`src/rtl/microgreen_bnn_scheduler.sv`:
```
// Round-robin scheduler sharing one microgreen BNN inference core among NUM_REQ requesters.
// Optional build macro MICROGREEN_SCHED_STATS_EN adds saturating completion/timeout counters.
module microgreen_bnn_scheduler #(
   parameter int NUM_REQ     = 4,
   parameter int FEAT_W      = 16,
   parameter int TIMEOUT_CYC = 15
) (
   input  logic                      clk,
   input  logic                      rst,
   input  logic [NUM_REQ-1:0]        req_valid,
   input  logic [NUM_REQ*FEAT_W-1:0] req_feat,
   output logic [NUM_REQ-1:0]        req_ready,
   output logic                      core_start,
   output logic [FEAT_W-1:0]         core_feat,
   input  logic                      core_done,
   input  logic [2:0]                core_class,
   input  logic [3:0]                core_hidden,
   output logic                      rsp_valid,
   input  logic                      rsp_ready,
   output logic [2:0]                rsp_id,
   output logic [2:0]                rsp_class,
   output logic [3:0]                rsp_hidden,
   output logic                      rsp_err,
`ifdef MICROGREEN_SCHED_STATS_EN
   output logic [15:0]               stat_count,
   output logic [7:0]                stat_timeouts,
`endif
   output logic                      busy
);

   // Handshakes: a request transfers on req_valid[i] & req_ready[i]; a response
   // transfers on rsp_valid & rsp_ready, with the payload held stable until then.
   typedef enum logic [1:0] {IDLE, ISSUE, WAIT, RESP} state_t;

   localparam logic [7:0] TIMEOUT_LAST = 8'(TIMEOUT_CYC - 1);
   localparam logic [2:0] LAST_IDX     = 3'(NUM_REQ - 1);

   state_t      state;
   state_t      state_nxt;
   logic [2:0]  rr_ptr;
   logic [2:0]  ptr_nxt;
   logic [2:0]  win_idx;
   logic        win_found;
   logic [3:0]  cand;
   logic [7:0]  valid_ext;
   logic [7:0]  grant_ext;
   logic [7:0]  wait_cnt;
   logic        timed_out;

   assign valid_ext = 8'(req_valid);

   // Cyclic search starting at rr_ptr; first valid requester wins.
   always_comb begin
      win_found = 1'b0;
      win_idx   = 3'd0;
      cand      = 4'd0;
      for (int k = 0; k < NUM_REQ; k++) begin
         cand = 4'(rr_ptr) + 4'(k);
         if (cand >= 4'(NUM_REQ)) begin
            cand = cand - 4'(NUM_REQ);
         end
         if (!win_found && valid_ext[cand[2:0]]) begin
            win_found = 1'b1;
            win_idx   = cand[2:0];
         end
      end
   end

   assign ptr_nxt = (win_idx == LAST_IDX) ? 3'd0 : win_idx + 3'd1;

   always_comb begin
      grant_ext = 8'd0;
      if (state == IDLE && win_found && !rst) begin
         grant_ext[win_idx] = 1'b1;
      end
   end

   assign req_ready  = grant_ext[NUM_REQ-1:0];
   assign core_start = (state == ISSUE);
   assign rsp_valid  = (state == RESP);
   assign busy       = (state != IDLE);
   assign timed_out  = (wait_cnt == TIMEOUT_LAST);

   always_ff @(posedge clk or posedge rst) begin
      if (rst) begin
         state <= IDLE;
      end else begin
         state <= state_nxt;
      end
   end

   // core_done takes priority over a timeout landing in the same cycle.
   always_comb begin
      state_nxt = state;
      case (state)
         IDLE:    if (win_found) state_nxt = ISSUE;
         ISSUE:   state_nxt = WAIT;
         WAIT:    if (core_done || timed_out) state_nxt = RESP;
         RESP:    if (rsp_ready) state_nxt = IDLE;
         default: state_nxt = IDLE;
      endcase
   end

   always_ff @(posedge clk or posedge rst) begin
      if (rst) begin
         rr_ptr     <= 3'd0;
         wait_cnt   <= 8'd0;
         core_feat  <= '0;
         rsp_id     <= 3'd0;
         rsp_class  <= 3'd0;
         rsp_hidden <= 4'd0;
         rsp_err    <= 1'b0;
      end else begin
         case (state)
            IDLE: begin
               if (win_found) begin
                  core_feat <= req_feat[int'(win_idx)*FEAT_W +: FEAT_W];
                  rsp_id    <= win_idx;
                  rr_ptr    <= ptr_nxt;
               end
            end
            ISSUE: begin
               wait_cnt <= 8'd0;
            end
            WAIT: begin
               wait_cnt <= wait_cnt + 8'd1;
               if (core_done) begin
                  rsp_class  <= core_class;
                  rsp_hidden <= core_hidden;
                  rsp_err    <= 1'b0;
               end else if (timed_out) begin
                  rsp_class  <= 3'b111;
                  rsp_hidden <= 4'b0000;
                  rsp_err    <= 1'b1;
               end
            end
            default: begin
            end
         endcase
      end
   end

`ifdef MICROGREEN_SCHED_STATS_EN
   always_ff @(posedge clk or posedge rst) begin
      if (rst) begin
         stat_count    <= 16'd0;
         stat_timeouts <= 8'd0;
      end else if (state == RESP && rsp_ready) begin
         if (rsp_err) begin
            if (stat_timeouts != 8'hFF) stat_timeouts <= stat_timeouts + 8'd1;
         end else begin
            if (stat_count != 16'hFFFF) stat_count <= stat_count + 16'd1;
         end
      end
   end
`endif

endmodule

```
`config.mk`:
```
export PLATFORM = sky130hd
export DESIGN_NAME = microgreen_bnn_scheduler
export DESIGN_NICKNAME = d
export VERILOG_FILES = /design/src/rtl/microgreen_bnn_scheduler.sv
export SDC_FILE = /design/constraint.sdc
export NUM_CORES = 1
export LEC_CHECK = 0
export CORE_ASPECT_RATIO = 0.75
export CORE_MARGIN = 5
export CORE_UTILIZATION = 46
export CTS_BUF_LIST = sky130_fd_sc_hd__clkbuf_16
export DETAILED_ROUTE_END_ITERATION = 8
export PLACE_DENSITY = 0.86
export SYNTH_ARGS = -nofsm -noshare
export SYNTH_HDL_FRONTEND = slang
export SYNTH_SLANG_ARGS = --single-unit
```
`constraint.sdc`:
```
create_clock -name clk -period 5.5 [get_ports clk]
set_input_delay 1.1 -clock clk [delete_from_list [all_inputs] [get_ports clk]]
set_output_delay 1.1 -clock clk [all_outputs]
set_load 0.005 [all_outputs]
```
==> flow_summary.ini, run 1 <==
[die]
area_of_the_die_mm2 = 0.00729
floorplan.initialDensity = 0.482
io_pins = 113
fp.dieW_um = 97.0
core_region_area_mm2 = 0.00541
placement_rows = 23
die_y_extent_um = 75.2

[drt]
total_wirelength_of_the_detailed_routed_design_mm = 8.60
vias = 2819
initialDrtViolationCount = 190
routed_wire_length_per_instance_um = 18.9
via_per_inst = 6.20
detail-route-antenna-nets = 0
drcViolationCount = 0
drt_first_pass_iters = 4

[global_routing]
grt_antenna_before_repair = 0
via_count_of_the_first_global_routing_pass = 2833
grt_residual_overflow = 0
grt_util_met3 = 0.0583
wire_length_of_the_first_global_routing_pass_mm = 13.7
grtUsageMet2 = 0.367
globalRouteMet1Util = 0.306
grt_max_degree = 40
grt_most_used_layer = met2
grt_use_total = 0.229

[critical_path]
worst_r2r_startpoint = rr_ptr[0]
critical-path-max-stage-delay_ns = 0.58
cp_top_family = compound AO/OA/AOI/OAI gates
critical-path-top-cell-by-count = sky130_fd_sc_hd__clkinv_1
cp.buffers_inverters = 3
worst-endpoint-arrival_ns = 4.00
setup.worst_path.start = rr_ptr[0]
crit_chain = clkinv_1, ha_1, mux2_4, a211o_1, a2111o_1, a22o_2, clkinv_1, and3_1, clkdlybuf4s50_1
cp.required_ns = 4.40
slowest_stage_cell_cp = sky130_fd_sc_hd__dfrtp_1
critPathKind = register to output pin
timing.critical_path.from_type = register
timing.critical_path.fanout_max = 20
worstSetupEndpointType = output pin

[final_layout]
final_net_count = 467
drive_gt1_frac = 0.0711
area_growth_pct = 50.2
antenna-diode-count = 0
final_cells = 455

[synth]
syn_nets = 361
post_synthesis_instance_total = 273
synth_mux_area_frac = 0.0528
synth_area_mm2 = 0.00261
synth_fa_ha_area_frac = 0.0432
dominantRegCellSynth = sky130_fd_sc_hd__dfrtp_1
average_footprint_of_a_synthesized_cell_um2 = 9.56
yosys-top-cells-area = sky130_fd_sc_hd__dfrtp_1 38%, sky130_fd_sc_hd__nand3_1 7.5%, sky130_fd_sc_hd__a221o_1 6.5%
synthSimpleGateAreaFrac = 0.170
post_synth_xor_area_fraction = 0.00671
synth.ff_latch_count = 40
synthArstFlopShare = 1.00
ys_warn_count = 0
synth_top_family_by_area = compound AO/OA/AOI/OAI gates
synth_top_cell_by_area = sky130_fd_sc_hd__dfrtp_1
synth_compound_gate_area_share = 0.273
synth_enable_flop_cells = 0
synth_cell_type_count = 45
synth_top_area_share = 0.384
synth-seq-area-share = 0.384

[clocking]
clk_transition_reported_paths_ns = 0.06
cts-hold-fix-buffers = 0
cts_max_level = 2
clock_tree_from_tritoncts = yes
numCtsBuffers = 5
cts_root_buf = sky130_fd_sc_hd__clkbuf_16
cts.sinks = 40
clkLatencyLatePin_ns = 0.28
clock_path_buffers = 2

[placed_design]
port_buffers = 112
place.detailed.instances = 447
place.gp.congestion = 0.894
detailed_place_hpwl_mm = 6.21

[pwr]
static-leakage-power_nw = 1.55
share_clk_of_total_power = 0.133
power.net_switching_mw = 0.925
power.share.combinational = 0.626
power_switching_share = 0.433
total_power_mw = 2.14
pwr_per_cell_area_mw_per_mm2 = 545
vdd_ir_drop_max_mv = 0.277
p_int_mw = 1.21
pwr-share-seq = 0.241

[timing]
grt_setup_unrepaired = no
whs_ns = 0.487
achievable_clock_frequency_mhz = 196
finalWorstPathRequiredPeriod_ns = 5.10
fin_crit_sh = 0.927
final_hold_viol_count = 0
slew_viols_final = 0
fin_tns_setup_ns = 0
timing_worst_slew_pin_value_ns = 0.890
setup_viol = 0
relSlewSlack = 0.407
finClkSkew_ns = 0.00328

[run_status]
outcome = finished, final reports clean

[flow_run]
drv_cap = 0

[min_path]
worstHoldPathType = register to register
hold_start = rsp_hidden[1]
power groups by stage:
stage / logic, mW / registers [mW] / clock network (mW)
finish: 1.34 / 0.516 / 0.284
global route: 1.45 / 0.533 / 0.302
CTS: 1.32 / 0.514 / 0.290
detailed placement: 1.31 / 0.513 / 0
global placement: 1.28 / 0.511 / 0
floorplan: 0.862 / 0.492 / 0
Yosys cell counts (2+ instances only):
library cell and count:
sky130_fd_sc_hd__nor3_1 5, sky130_fd_sc_hd__clkbuf_1 12, sky130_fd_sc_hd__o211ai_1 16, sky130_fd_sc_hd__o22ai_1 2, sky130_fd_sc_hd__nand2b_1 5, sky130_fd_sc_hd__a32oi_1 16, sky130_fd_sc_hd__nand3_1 39, sky130_fd_sc_hd__dfrtp_1 40
sky130_fd_sc_hd__inv_1 13, sky130_fd_sc_hd__o31ai_1 3, sky130_fd_sc_hd__a221o_1 17, sky130_fd_sc_hd__and2_1 2, sky130_fd_sc_hd__nor2_1 6, sky130_fd_sc_hd__nand2_1 17, sky130_fd_sc_hd__ha_1 9, sky130_fd_sc_hd__nor2b_1 3
sky130_fd_sc_hd__buf_6 5, sky130_fd_sc_hd__mux2_4 2, sky130_fd_sc_hd__o21a_1 2, sky130_fd_sc_hd__mux2i_1 4, sky130_fd_sc_hd__mux2_2 4, sky130_fd_sc_hd__o22a_1 3, sky130_fd_sc_hd__o21ai_0 12, sky130_fd_sc_hd__a21oi_1 3
sky130_fd_sc_hd__a32o_1 4, sky130_fd_sc_hd__clkinv_1 2, sky130_fd_sc_hd__buf_2 4, sky130_fd_sc_hd__and3_1 6
sequential cells by signal, indices dropped and copies added (netlist names):
name and count:
rsp_class 3, rsp_hidden 4, rsp_err 1, rsp_id 3, state 2, core_feat 16
wait_cnt 8, rr_ptr 3
per-stage QoR:
stage	setup WS (ns)	cell area (um^2)	util
floorplan	1.53	2610	-
global placement	0.536	3770	0.697
detailed placement	0.438	3770	0.697
CTS	0.251	3920	0.724
global route	0.225	3920	0.724
finish	0.401	3920	0.724
logic make-up after synthesis:
family          count (synthesis)
compound gates                 88
xor+xnor                        2
fa+ha+maj                       9
buf+inv                        37
flops                          40
mux                            11
simple gates                   86
layout make-up:
class | count | area (um^2)
Clock buffer | 5 | 125
Clock inverter | 3 | 18.8
Fill cell | 424 | 1490
Inverter | 15 | 56.3
Multi-Input combinational cell | 196 | 1430
Sequential cell | 40 | 1000
Tap cell | 75 | 93.8
Timing Repair Buffer | 121 | 1190
cells in the final DEF, fill, tap and decap left out, types with 2 or more instances in the layout:
cell type / Yosys / routed
sky130_fd_sc_hd__a221o_1: 17 / 17
sky130_fd_sc_hd__nor2_1: 6 / 6
sky130_fd_sc_hd__clkdlybuf4s50_1: 0 / 112
sky130_fd_sc_hd__clkinvlp_4: 0 / 2
sky130_fd_sc_hd__o211ai_1: 16 / 16
sky130_fd_sc_hd__dfrtp_1: 40 / 40
sky130_fd_sc_hd__nor3_1: 5 / 4
sky130_fd_sc_hd__nand2_1: 17 / 17
sky130_fd_sc_hd__nand3_1: 39 / 39
sky130_fd_sc_hd__inv_1: 13 / 12
sky130_fd_sc_hd__and3_1: 6 / 6
sky130_fd_sc_hd__mux2i_1: 4 / 4
sky130_fd_sc_hd__clkbuf_16: 0 / 5
sky130_fd_sc_hd__ha_1: 9 / 9
sky130_fd_sc_hd__a32o_1: 4 / 4
sky130_fd_sc_hd__nand2b_1: 5 / 5
sky130_fd_sc_hd__clkinv_1: 2 / 4
sky130_fd_sc_hd__and2_1: 2 / 2
sky130_fd_sc_hd__o21a_1: 2 / 2
sky130_fd_sc_hd__mux2_2: 4 / 4
sky130_fd_sc_hd__mux2_4: 2 / 2
sky130_fd_sc_hd__o22a_1: 3 / 3
sky130_fd_sc_hd__nor2b_1: 3 / 3
sky130_fd_sc_hd__a32oi_1: 16 / 16
sky130_fd_sc_hd__o22ai_1: 2 / 2
sky130_fd_sc_hd__a21oi_1: 3 / 3
sky130_fd_sc_hd__o21ai_0: 12 / 12
sky130_fd_sc_hd__buf_4: 1 / 9
sky130_fd_sc_hd__o31ai_1: 3 / 2
per-layer routing:
metal,wire (um),share of wire,vias to the layer above
li1,-,-,1275
met5,0,0,-
met3,672,0.078,20
met1,3640,0.42,1386
met2,4110,0.48,138
met4,168,0.020,0
path summary, 6_finish.rpt:
path	to	cells past startpoint	slack, ns
max in group asynchronous	core_feat[14]	3	3.76
worst max-delay path	req_ready[2]	9	0.40
worst min-delay path	rsp_hidden[1]	1	0.49
worst max register to register	rr_ptr[1]	11	1.50
worst min register to register	rsp_hidden[1]	1	0.49
min in group asynchronous	core_feat[10]	2	1.03
what timing repair did:
item | 4_1_cts | 5_1_grt
setup endpoints to repair | 0 | 2
resized for setup | 0 | 1
setup buffers | 0 | 0
hold endpoints to repair | 0 | 0
Power figures use the tool's default switching activity.
==> run 2: changes to the inputs <==
--- a/config.mk
+++ b/config.mk
@@ -14,3 +14,4 @@
 export SYNTH_ARGS = -nofsm -noshare
 export SYNTH_HDL_FRONTEND = slang
 export SYNTH_SLANG_ARGS = --single-unit
+export TNS_END_PERCENT = 100
==> results of run 2 <==
Final layout, timing and power as in run 1 (identical DEF).
